$ cat config.mk
export PLATFORM = sky130hd
export DESIGN_NAME = mmio_uart_led_periph
export DESIGN_NICKNAME = d
export VERILOG_FILES = /design/src/rtl/mmio_periph_pkg.sv /design/src/rtl/mmio_tx_fifo.sv /design/src/rtl/mmio_uart_led_periph.sv
export SDC_FILE = /design/constraint.sdc
export NUM_CORES = 1
export LEC_CHECK = 0
export CELL_PAD_IN_SITES_DETAIL_PLACEMENT = 0
export CELL_PAD_IN_SITES_GLOBAL_PLACEMENT = 1
export CORE_ASPECT_RATIO = 2
export CORE_UTILIZATION = 42
export CTS_CLUSTER_DIAMETER = 100
export DETAILED_ROUTE_END_ITERATION = 8
export GPL_TIMING_DRIVEN = 0
export PLACE_DENSITY = 0.9
export SLEW_MARGIN = 20
export SYNTH_ARGS = -nofsm -noshare
export SYNTH_HDL_FRONTEND = slang
export SYNTH_SLANG_ARGS = --single-unit
$ cat constraint.sdc
create_clock -name clock -period 4.2 [get_ports clock]
set_clock_uncertainty 0.15 [all_clocks]
set_input_delay 0.84 -clock clock [delete_from_list [all_inputs] [get_ports clock]]
set_output_delay 0.84 -clock clock [all_outputs]
set_load 0.005 [all_outputs]
$ cat src/rtl/mmio_periph_pkg.sv
// Shared definitions for the MMIO UART/LED peripheral: register map, STATUS layout,
// transmitter states and small helpers.
package mmio_periph_pkg;

    localparam int unsigned REG_UART   = 0;
    localparam int unsigned REG_LED    = 1;

    localparam int unsigned ST_BUSY    = 32;
    localparam int unsigned ST_FULL    = 33;
    localparam int unsigned ST_LVL_LSB = 48;
    localparam int unsigned ST_OVF     = 63;

    typedef enum logic [1:0] {
        IDLE  = 2'd0,
        START = 2'd1,
        DATA  = 2'd2,
        STOP  = 2'd3
    } tx_state_e;

    function automatic logic [63:0] byte_mask_expand(input logic [7:0] mask);
        logic [63:0] m;
        m = 64'd0;
        for (int b = 0; b < 8; b++) begin
            m[b*8 +: 8] = {8{mask[b]}};
        end
        return m;
    endfunction

    // A zero divider would stall the line forever, so it is promoted to one clock.
    function automatic logic [15:0] bit_period(input logic [15:0] ckdiv);
        return (ckdiv == 16'd0) ? 16'd1 : ckdiv;
    endfunction

endpackage

$ cat src/rtl/mmio_tx_fifo.sv
// Byte-wide synchronous FIFO feeding the UART transmitter.
module mmio_tx_fifo
    import mmio_periph_pkg::*;
#(
    parameter int unsigned DEPTH = 8
) (
    input  logic                       clock,
    input  logic                       reset_n,
    input  logic                       push,
    input  logic                       pop,
    input  logic [7:0]                 din,
    output logic [7:0]                 dout,
    output logic                       full,
    output logic                       empty,
    output logic [$clog2(DEPTH):0]     level
);

    localparam int unsigned AW = $clog2(DEPTH);
    localparam int unsigned LW = AW + 1;

    logic [7:0]    mem_r [DEPTH];
    logic [AW-1:0] wr_ptr_r;
    logic [AW-1:0] rd_ptr_r;
    logic [LW-1:0] cnt_r;
    logic          push_ok_s;
    logic          pop_ok_s;

    // Accept a push when there is room, including the slot freed by a same-cycle pop.
    always_comb begin
        pop_ok_s  = pop && (cnt_r != LW'(0));
        push_ok_s = push && ((cnt_r != LW'(DEPTH)) || pop_ok_s);
    end

    // Storage array; contents are don't-care once the pointers are reset.
    always_ff @(posedge clock) begin
        if (push_ok_s) begin
            mem_r[wr_ptr_r] <= din;
        end
    end

    // Pointer and occupancy tracking.
    always_ff @(posedge clock or negedge reset_n) begin
        if (!reset_n) begin
            wr_ptr_r <= AW'(0);
            rd_ptr_r <= AW'(0);
            cnt_r    <= LW'(0);
        end else begin
            if (push_ok_s) begin
                wr_ptr_r <= wr_ptr_r + AW'(1);
            end
            if (pop_ok_s) begin
                rd_ptr_r <= rd_ptr_r + AW'(1);
            end
            case ({push_ok_s, pop_ok_s})
                2'b10:   cnt_r <= cnt_r + LW'(1);
                2'b01:   cnt_r <= cnt_r - LW'(1);
                default: cnt_r <= cnt_r;
            endcase
        end
    end

    assign dout  = mem_r[rd_ptr_r];
    assign full  = (cnt_r == LW'(DEPTH));
    assign empty = (cnt_r == LW'(0));
    assign level = cnt_r;

endmodule

$ cat src/rtl/mmio_uart_led_periph.sv
// MMIO slave with readable CKDIV/STATUS and LED registers and an 8N1 UART transmitter
// fed from a byte FIFO.
module mmio_uart_led_periph
    import mmio_periph_pkg::*;
#(
    parameter int unsigned ADDR_W     = 9,
    parameter int unsigned FIFO_DEPTH = 8,
    parameter int unsigned LED_W      = 8,
    parameter int unsigned CKDIV_RST  = 16
) (
    input  logic              clock,
    input  logic              reset_n,
    input  logic [ADDR_W-1:0] W0_addr,
    input  logic              W0_en,
    input  logic [63:0]       W0_data,
    input  logic [7:0]        W0_mask,
    input  logic [ADDR_W-1:0] R0_addr,
    input  logic              R0_en,
    output logic [63:0]       R0_data,
    output logic              uart_tx,
    output logic [LED_W-1:0]  leds
);

    localparam int unsigned LVL_W = $clog2(FIFO_DEPTH) + 1;

    logic [31:0]      ckdiv_r;
    logic [LED_W-1:0] led_r;
    logic             ovf_r;
    logic [63:0]      rdata_r;
    tx_state_e        state_r;
    logic             tx_r;
    logic [15:0]      cnt_r;
    logic [2:0]       bit_idx_r;
    logic [7:0]       shift_r;

    logic             fifo_full_s;
    logic             fifo_empty_s;
    logic [7:0]       fifo_dout_s;
    logic [LVL_W-1:0] fifo_level_s;

    logic             wr_uart_s;
    logic             wr_led_s;
    logic             push_s;
    logic             pop_s;
    logic             ovf_set_s;
    logic             ovf_clr_s;
    logic             busy_s;
    logic             bit_end_s;
    logic [15:0]      period_s;
    logic [63:0]      wmask_s;
    logic [63:0]      led_ext_s;
    logic [63:0]      led_new_s;
    logic [31:0]      ckdiv_new_s;
    logic [63:0]      status_s;
    logic [63:0]      rd_mux_s;
    logic             unused_s;

    // Write decode and byte-merged next values for the writable registers.
    always_comb begin
        wr_uart_s   = W0_en && (W0_addr == ADDR_W'(REG_UART));
        wr_led_s    = W0_en && (W0_addr == ADDR_W'(REG_LED));
        push_s      = wr_uart_s && W0_mask[4];
        ovf_clr_s   = wr_uart_s && W0_mask[7] && W0_data[63];
        wmask_s     = byte_mask_expand(W0_mask);
        ckdiv_new_s = (ckdiv_r & ~wmask_s[31:0]) | (W0_data[31:0] & wmask_s[31:0]);
        led_ext_s   = 64'd0;
        led_ext_s[LED_W-1:0] = led_r;
        led_new_s   = (led_ext_s & ~wmask_s) | (W0_data & wmask_s);
    end

    // Transmitter handshake: pop from IDLE, or at the end of STOP so frames run gap-free.
    always_comb begin
        period_s  = bit_period(ckdiv_r[15:0]);
        bit_end_s = (cnt_r == 16'd0);
        pop_s     = !fifo_empty_s &&
                    ((state_r == IDLE) || ((state_r == STOP) && bit_end_s));
        busy_s    = (state_r != IDLE) || !fifo_empty_s;
        ovf_set_s = push_s && fifo_full_s && !pop_s;
    end

    // Read mux over the current (pre-write) register contents.
    always_comb begin
        status_s = 64'd0;
        status_s[31:0]                = ckdiv_r;
        status_s[ST_BUSY]             = busy_s;
        status_s[ST_FULL]             = fifo_full_s;
        status_s[ST_LVL_LSB +: 8]     = 8'(fifo_level_s);
        status_s[ST_OVF]              = ovf_r;
        if (R0_addr == ADDR_W'(REG_UART)) begin
            rd_mux_s = status_s;
        end else if (R0_addr == ADDR_W'(REG_LED)) begin
            rd_mux_s = led_ext_s;
        end else begin
            rd_mux_s = 64'hFFFF_FFFF_FFFF_FFFF;
        end
    end

    assign unused_s = ^{W0_data[62:40], led_new_s};

    // Software-visible registers and the read-data holding register.
    always_ff @(posedge clock or negedge reset_n) begin
        if (!reset_n) begin
            ckdiv_r <= 32'(CKDIV_RST);
            led_r   <= {LED_W{1'b0}};
            ovf_r   <= 1'b0;
            rdata_r <= 64'd0;
        end else begin
            if (wr_uart_s) begin
                ckdiv_r <= ckdiv_new_s;
            end
            if (wr_led_s) begin
                led_r <= led_new_s[LED_W-1:0];
            end
            if (ovf_set_s) begin
                ovf_r <= 1'b1;
            end else if (ovf_clr_s) begin
                ovf_r <= 1'b0;
            end
            if (R0_en) begin
                rdata_r <= rd_mux_s;
            end
        end
    end

    // 8N1 transmit FSM; every bit reloads its length from the live divider.
    always_ff @(posedge clock or negedge reset_n) begin
        if (!reset_n) begin
            state_r   <= IDLE;
            tx_r      <= 1'b1;
            cnt_r     <= 16'd0;
            bit_idx_r <= 3'd0;
            shift_r   <= 8'd0;
        end else begin
            case (state_r)
                IDLE: begin
                    tx_r <= 1'b1;
                    if (pop_s) begin
                        shift_r <= fifo_dout_s;
                        cnt_r   <= period_s - 16'd1;
                        tx_r    <= 1'b0;
                        state_r <= START;
                    end
                end
                START: begin
                    if (bit_end_s) begin
                        cnt_r     <= period_s - 16'd1;
                        tx_r      <= shift_r[0];
                        bit_idx_r <= 3'd0;
                        state_r   <= DATA;
                    end else begin
                        cnt_r <= cnt_r - 16'd1;
                    end
                end
                DATA: begin
                    if (bit_end_s) begin
                        cnt_r <= period_s - 16'd1;
                        if (bit_idx_r == 3'd7) begin
                            tx_r    <= 1'b1;
                            state_r <= STOP;
                        end else begin
                            bit_idx_r <= bit_idx_r + 3'd1;
                            shift_r   <= {1'b0, shift_r[7:1]};
                            tx_r      <= shift_r[1];
                        end
                    end else begin
                        cnt_r <= cnt_r - 16'd1;
                    end
                end
                STOP: begin
                    if (bit_end_s) begin
                        if (pop_s) begin
                            shift_r <= fifo_dout_s;
                            cnt_r   <= period_s - 16'd1;
                            tx_r    <= 1'b0;
                            state_r <= START;
                        end else begin
                            state_r <= IDLE;
                        end
                    end else begin
                        cnt_r <= cnt_r - 16'd1;
                    end
                end
                default: begin
                    tx_r    <= 1'b1;
                    state_r <= IDLE;
                end
            endcase
        end
    end

    mmio_tx_fifo #(
        .DEPTH (FIFO_DEPTH)
    ) u_tx_fifo (
        .clock   (clock),
        .reset_n (reset_n),
        .push    (push_s),
        .pop     (pop_s),
        .din     (W0_data[39:32]),
        .dout    (fifo_dout_s),
        .full    (fifo_full_s),
        .empty   (fifo_empty_s),
        .level   (fifo_level_s)
    );

    assign R0_data = rdata_r;
    assign uart_tx = tx_r;
    assign leds    = led_r;

endmodule

# Word level (Yosys, flattened, before mapping)

Memory sizes are Yosys's and may differ from the RTL's.
Index checks and enable logic that the tools add are counted.

Bits in registers: 145
RAM bits: 64
Bits of input ports: 94
Output and inout port bits: 73
Logic and storage cells: 113
Memories kept: 1

Memory list:

| name            | depth | width | rd ports | clocked after memory_dff | write ports | line               | RTL |
|---|---|---|---|---|---|---|---|
| u_tx_fifo.mem_r | 8     | 8     | 1        | 0                        | 1           | mmio_tx_fifo.sv:21 | `logic [7:0] mem_r [DEPTH];` |

Add/subtract/negate cells: 7
Equal/unequal tests: 17
Mux-type cells: 35
Bitwise operators: 8
Reductions and logical operators: 33

Operators by type and width:

| kind                                               | count |
|---|---|
| two-way mux 64 bit                                 | 2 |
| AND 32 bit                                         | 2 |
| two-way mux 16 bit                                 | 4 |
| one-hot mux 16 bit (3 select lines)                | 1 |
| logical NOT 16 bit                                 | 2 |
| two-way mux 8 bit                                  | 4 |
| NOT 32 bit                                         | 1 |
| bitwise OR 32 bit                                  | 1 |
| subtractor 16 x 1 -> 16 bit, second input constant | 2 |
| one-hot mux 8 bit (3 select lines)                 | 1 |
| == test 9 x 1 -> 1 bit, second input constant      | 2 |
| logical NOT 9 bit                                  | 2 |
| AND 8 bit                                          | 2 |
| AND reduction 4 bit                                | 3 |
| logical AND 1 bit                                  | 11 |
| two-way mux 1 bit                                  | 11 |
| two-way mux 2 bit                                  | 5 |
| != test 2 bit, second input constant               | 5 |
| adder 3 x 1 -> 3 bit, second input constant        | 3 |
| two-way mux 3 bit                                  | 3 |
| NOT 8 bit                                          | 1 |
| bitwise OR 8 bit                                   | 1 |
| one-hot mux 2 bit (4 select lines)                 | 1 |
| one-hot mux 4 bit (2 select lines)                 | 1 |
| 19 further kinds                                   | 29 |

# Logic depth before layout (Yosys ltp)

Word-level depth: 9
Depth in mapped cells: 16
Depth with buffers taken out: 14

# By module

From an unflattened synthesis, not the netlist that was laid out.

Cell total of the unflattened synthesis: 709
Area, all modules: 9131.3 sq um

By module, submodules not included:

| module               | times used | cells each | area each (sq um) | sequential area each (sq um) |
|---|---|---|---|---|
| mmio_uart_led_periph | 1          | 550        | 6008.3            | 2780.2 |
| mmio_tx_fifo         | 1          | 159        | 3123.0            | 2172.1 |

# Worst setup path before layout

OpenSTA, ideal clock, no wires.

Kind: reg2reg
Start: register cnt_r[0]
End: register u_tx_fifo.cnt_r[3], in the netlist u_tx_fifo.level[3]
Setup time: 0.129 ns
Arrival time: 3.258 ns
Data required time: 3.921 ns
Slack: 0.663 ns
Cell stages (with the launch flop): 17
Path buffers: 2
Clock period less this slack: 3.537 ns
Cells stage by stage: dfrtp_1 > inv_1 > ha_1 > or4b_1 > buf_2 > or4_4 > a21oi_1 > buf_4 > nand2_1 > inv_1 > ha_1 > a21o_1 > a21oi_1 > and3_1 > nor2_1 > a21oi_1 > o21ai_0

Cells in the longest elaborated chain, start to end: 9
Elaborated cells between the ends (all ways): 11
Those cells by class: eq/ne (2); mux (1); reduce/logical (8)

RTL lines:

| what                                                                            | line                        | RTL |
|---|---|---|
| from (decl)                                                                     | mmio_uart_led_periph.sv:32  | `logic [15:0] cnt_r;` |
| from (signal assigned)                                                          | mmio_uart_led_periph.sv:139 | `cnt_r <= period_s - 16'd1;` |
| from (signal assigned)                                                          | mmio_uart_led_periph.sv:146 | `cnt_r <= period_s - 16'd1;` |
| from (signal assigned)                                                          | mmio_uart_led_periph.sv:151 | `cnt_r <= cnt_r - 16'd1;` |
| logical NOT 16 bit *                                                            | mmio_uart_led_periph.sv:74  | `bit_end_s = (cnt_r == 16'd0);` |
| logical AND 1 bit *                                                             | mmio_uart_led_periph.sv:76  | `((state_r == IDLE) \|\| ((state_r == STOP) && bit_end_s));` |
| logical OR 1 bit *                                                              | mmio_uart_led_periph.sv:76  |  |
| logical AND 1 bit *                                                             | mmio_uart_led_periph.sv:75  | `pop_s = !fifo_empty_s &&` |
| logical AND 1 bit *                                                             | mmio_tx_fifo.sv:30          | `pop_ok_s = pop && (cnt_r != LW'(0));` |
| logical OR 1 bit                                                                | mmio_tx_fifo.sv:31          | `push_ok_s = push && ((cnt_r != LW'(DEPTH)) \|\| pop_ok_s);` |
| logical AND 1 bit                                                               | mmio_tx_fifo.sv:31          |  |
| == test 2 x 1 -> 1 bit / == test 2 bit (equally long branches)                  | mmio_tx_fifo.sv:54          | `case ({push_ok_s, pop_ok_s})` |
| one-hot mux 4 bit (2 select lines) / nonzero test 2 bit (equally long branches) | n/a                         |  |
| to (signal assigned)                                                            | mmio_tx_fifo.sv:55          | `2'b10: cnt_r <= cnt_r + LW'(1);` |
| to (signal assigned)                                                            | mmio_tx_fifo.sv:56          | `2'b01: cnt_r <= cnt_r - LW'(1);` |
| to (signal assigned)                                                            | mmio_tx_fifo.sv:57          | `default: cnt_r <= cnt_r;` |
| to (decl)                                                                       | mmio_tx_fifo.sv:24          | `logic [LW-1:0] cnt_r;` |

Every way passes the cells marked *; elsewhere a longest branch is shown, timed or not.
A chain may end at the register's enable or synchronous reset.

# Worst setup path after layout

Start: input W0_addr[5]
End: register u_tx_fifo.cnt_r[3], in the netlist u_tx_fifo.level[3]

Cells in the longest elaborated chain, start to end: 6
Elaborated cells between the ends (all ways): 8
Those cells by class: eq/ne (2); mux (1); reduce/logical (5)

RTL lines:

| what                                                                            | line                       | RTL |
|---|---|---|
| from (decl)                                                                     | mmio_uart_led_periph.sv:13 | `input logic [ADDR_W-1:0] W0_addr,` |
| logical NOT 9 bit *                                                             | mmio_uart_led_periph.sv:60 | `wr_uart_s = W0_en && (W0_addr == ADDR_W'(REG_UART));` |
| logical AND 1 bit *                                                             | mmio_uart_led_periph.sv:60 |  |
| logical AND 1 bit *                                                             | mmio_uart_led_periph.sv:62 | `push_s = wr_uart_s && W0_mask[4];` |
| logical AND 1 bit *                                                             | mmio_tx_fifo.sv:31         |  |
| == test 2 x 1 -> 1 bit / == test 2 bit (equally long branches)                  | mmio_tx_fifo.sv:54         |  |
| one-hot mux 4 bit (2 select lines) / nonzero test 2 bit (equally long branches) | n/a                        |  |

Marks and branches as above.

==> results by group <==
Synth
  • Post-synthesis sequential area ratio: 0.550
  • Syn nets: 845
  • Synth Flop Type: dfrtp_1
  • Mapped Area: 0.00901 mm2
  • Yosys cell types: 61
  • Fraction of registers with async set/reset: 0.654
  • Synth area leaders: dfrtp_1 33%, edfxtp_1 21%, mux2_2 6.2%, mux4_2 4.0%, o22a_1 3.8%
  • Synth Register Bits: between 150 and 200
  • Post-synth top area share: 0.331
  • Synth Instances: 737
  • Post-synth EDFFs: 64
  • Syn_area_per_cell: 12.2 um2
  • Cell taking the most area after synthesis: dfrtp_1
  • Total number of yosys warnings: 0

Run
  • Maximum Capacitance Violations: 0

Routing
  • WL final: 22,100 um
  • DR iter-0 viols: 328
  • Final antenna-violating net count: 0
  • TritonRoute pass-1 iters: 4
  • Routed vias: 6,415
  • DRC: 0
  • Via-per-instance ratio: 5.45
  • Drt wl/cell: 18.8 um

Placed design
  • Dpl cells: approximately 1,100
  • Placer Congestion: 0.888
  • Port bufs: 139
  • Setup WS pre-CTS: -0.559 ns
  • Dpl cell area: 0.0108 mm2
  • HPWL after DPL: around 17,000 um

Cells and area
  • Post-route cell area: 0.0114 mm2
  • Post-layout nets: 1,003
  • Area growth, synth to finish: 26.9%
  • Filler cells: about 1,900
  • Reg area: 0.00495 mm2
  • Most frequent cells in the layout: 138 x clkdlybuf4s50_1, 119 x dfrtp_1, 64 x edfxtp_1
  • Layout Cells excl Fill: 1,177
  • Commonest non-fill, non-tap cell in the layout: clkdlybuf4s50_1
  • # diodes: 0
  • Area of the multi-input gates: around 0.0037 mm2
  • Share of layout cells above drive strength 1: 0.157

Timing
  • Final hold viol count: 0
  • Hold WS: 0.194 ns
  • Setup Viol. Count Final: 0
  • Worst-Margin Slew: 0.879 ns
  • Final worst slack: 0.223 ns
  • Slew headroom: 0.414
  • Minimum clock period: between 3 and 4 ns
  • RSZ-0062 raised after global routing: no
  • Tcrit/Tclk final: 0.947
  • Final Max Tran Viols: 0
  • Fmax: 0.251 GHz

CTS
  • CTS Hold Bufs: 0
  • CTS resizes: 1
  • Clock Root Buffer: clkbuf_16
  • Clk_lat worst skew: 0.44 ns
  • Inserted Clock Buffers: 17
  • CTS tree: yes
  • Clock Path Buffers: 2
  • Post-CTS Setup Bufs: 0
  • Clk slew on worst S/H paths: 0.07 ns
  • Sinks on Clock Net: between 150 and 200
  • H-tree depth: 4

GRT
  • Vias in the first global route: roughly 6,700
  • GRT Util Overall: 0.212
  • First-pass GRT wire length: 35,300 um
  • Overflow after GRT: 0
  • Largest net degree at the start of global routing: 70
  • Initial antenna violation count: 0

Floorplanning
  • Die H: 209 um
  • Starting Density: 0.429
  • Die X: 106 um
  • Core area: 0.0210 mm2
  • Die ar.: 0.0221 mm2
  • IO Count: around 170
  • Floorplan row count: 75

Outcome
  • Status: finished, final reports clean

Worst setup path
  • Req. time, crit path: 4.37 ns
  • Startpoint type of the worst setup path: primary input
  • CP Capture Type: flop
  • Setup CP Type: in -> reg
  • CP Max Fanout: 8
  • WP data arrival: between 4 and 5 ns
  • FF-to-FF path depth: 16

Pwr
  • Cell Pwr Density: 540 mW/mm2
  • P_leak: 4.51 nW
  • Worst vdd ir: approximately 0.54 mV

Min path
  • Worst min path class: in -> async
[routing by layer]
metal / up-vias / routed length, um / GRT usage
li1: 3026 / - / -
met1: 3187 / 8170 / 0.222
met2: 148 / 12300 / 0.395
met3: 54 / 726 / 0.0412
met4: 0 / 877 / 0.111
met5: - / 0 / 0
[area by class of cell]
type,count,share of cell area
plain buffers,57,0.0291
clock buffers,18,0.0375
clock inverters,14,0.0192
inverters,12,0.00394
multi-input cells,482,0.323
flip-flops and latches,185,0.433
well taps,269,0.0294
repair buffers,140,0.124
[worst max-delay path, cell delays in order]
cell and delay, ns:
clkdlybuf4s50_1 0.42, nor4_2 0.50, and4b_1 0.59, nand2_1 0.32, nand2_1 0.21, inv_1 0.09
ha_1 0.27, a21o_1 0.18, a21oi_1 0.24, and3_1 0.22, nor2_1 0.06, a21oi_1 0.13
o21ai_0 0.08
[stage by stage]
stage          power, mW   util  TNS, ns
2_1_floorplan       3.84      -        0
3_3_place_gp        4.37  0.511  -327.56
3_5_place_dp        4.44  0.513   -0.903
4_1_cts             6.21  0.544        0
5_1_grt             6.51  0.544        0
6_report            6.18  0.544        0
[power by group]
part	switching, mW	total [mW]	internal [mW]
sequential	0.170	2.22	2.04
combinational	1.25	2.20	0.952
clock	0.702	1.76	1.06
[cell families (layout without fill, tap and decap cells)]
family / count (synthesis) / count (layout) / synth area share
buffers and inverters: 70 / 241 / 0.0419
flip-flops: 185 / 185 / 0.550
adder cells (fa/ha/maj): 14 / 14 / 0.0203
XOR/XNOR: 25 / 25 / 0.0243
multiplexers: 93 / 93 / 0.132
AND/OR/NAND/NOR: 193 / 193 / 0.110
AO/OA/AOI/OAI: 157 / 157 / 0.122
[final timing paths]
path / startpoint / endpoint / slack (ns)
min in group clock: R0_data[20]$_DFFE_PN0P_ / R0_data[20]$_DFFE_PN0P_ / 0.35
max reg2reg: cnt_r[0]$_DFF_PN0_ / u_tx_fifo.level[3]$_DFFE_PN0P_ / 0.26
min: reset_n / shift_r[6]$_DFFE_PN0P_ / 0.19
max: W0_addr[5] / u_tx_fifo.level[3]$_DFFE_PN0P_ / 0.22
min reg2reg: R0_data[20]$_DFFE_PN0P_ / R0_data[20]$_DFFE_PN0P_ / 0.35
max in group asynchronous: reset_n / asynchronous set/reset pin / 2.91
[cell usage after synthesis, drive strengths merged, types with 27 or more instances]
| master | number |
|---|---|
| nor2 | 47 |
| o22a | 39 |
| nor2b | 33 |
| nand2 | 45 |
| dfrtp | 119 |
| mux2 | 50 |
| o21ai | 27 |
| buf | 35 |
| mux2i | 27 |
| a21oi | 41 |
| edfxtp | 64 |
No activity file was read; power rests on OpenSTA's default activity.
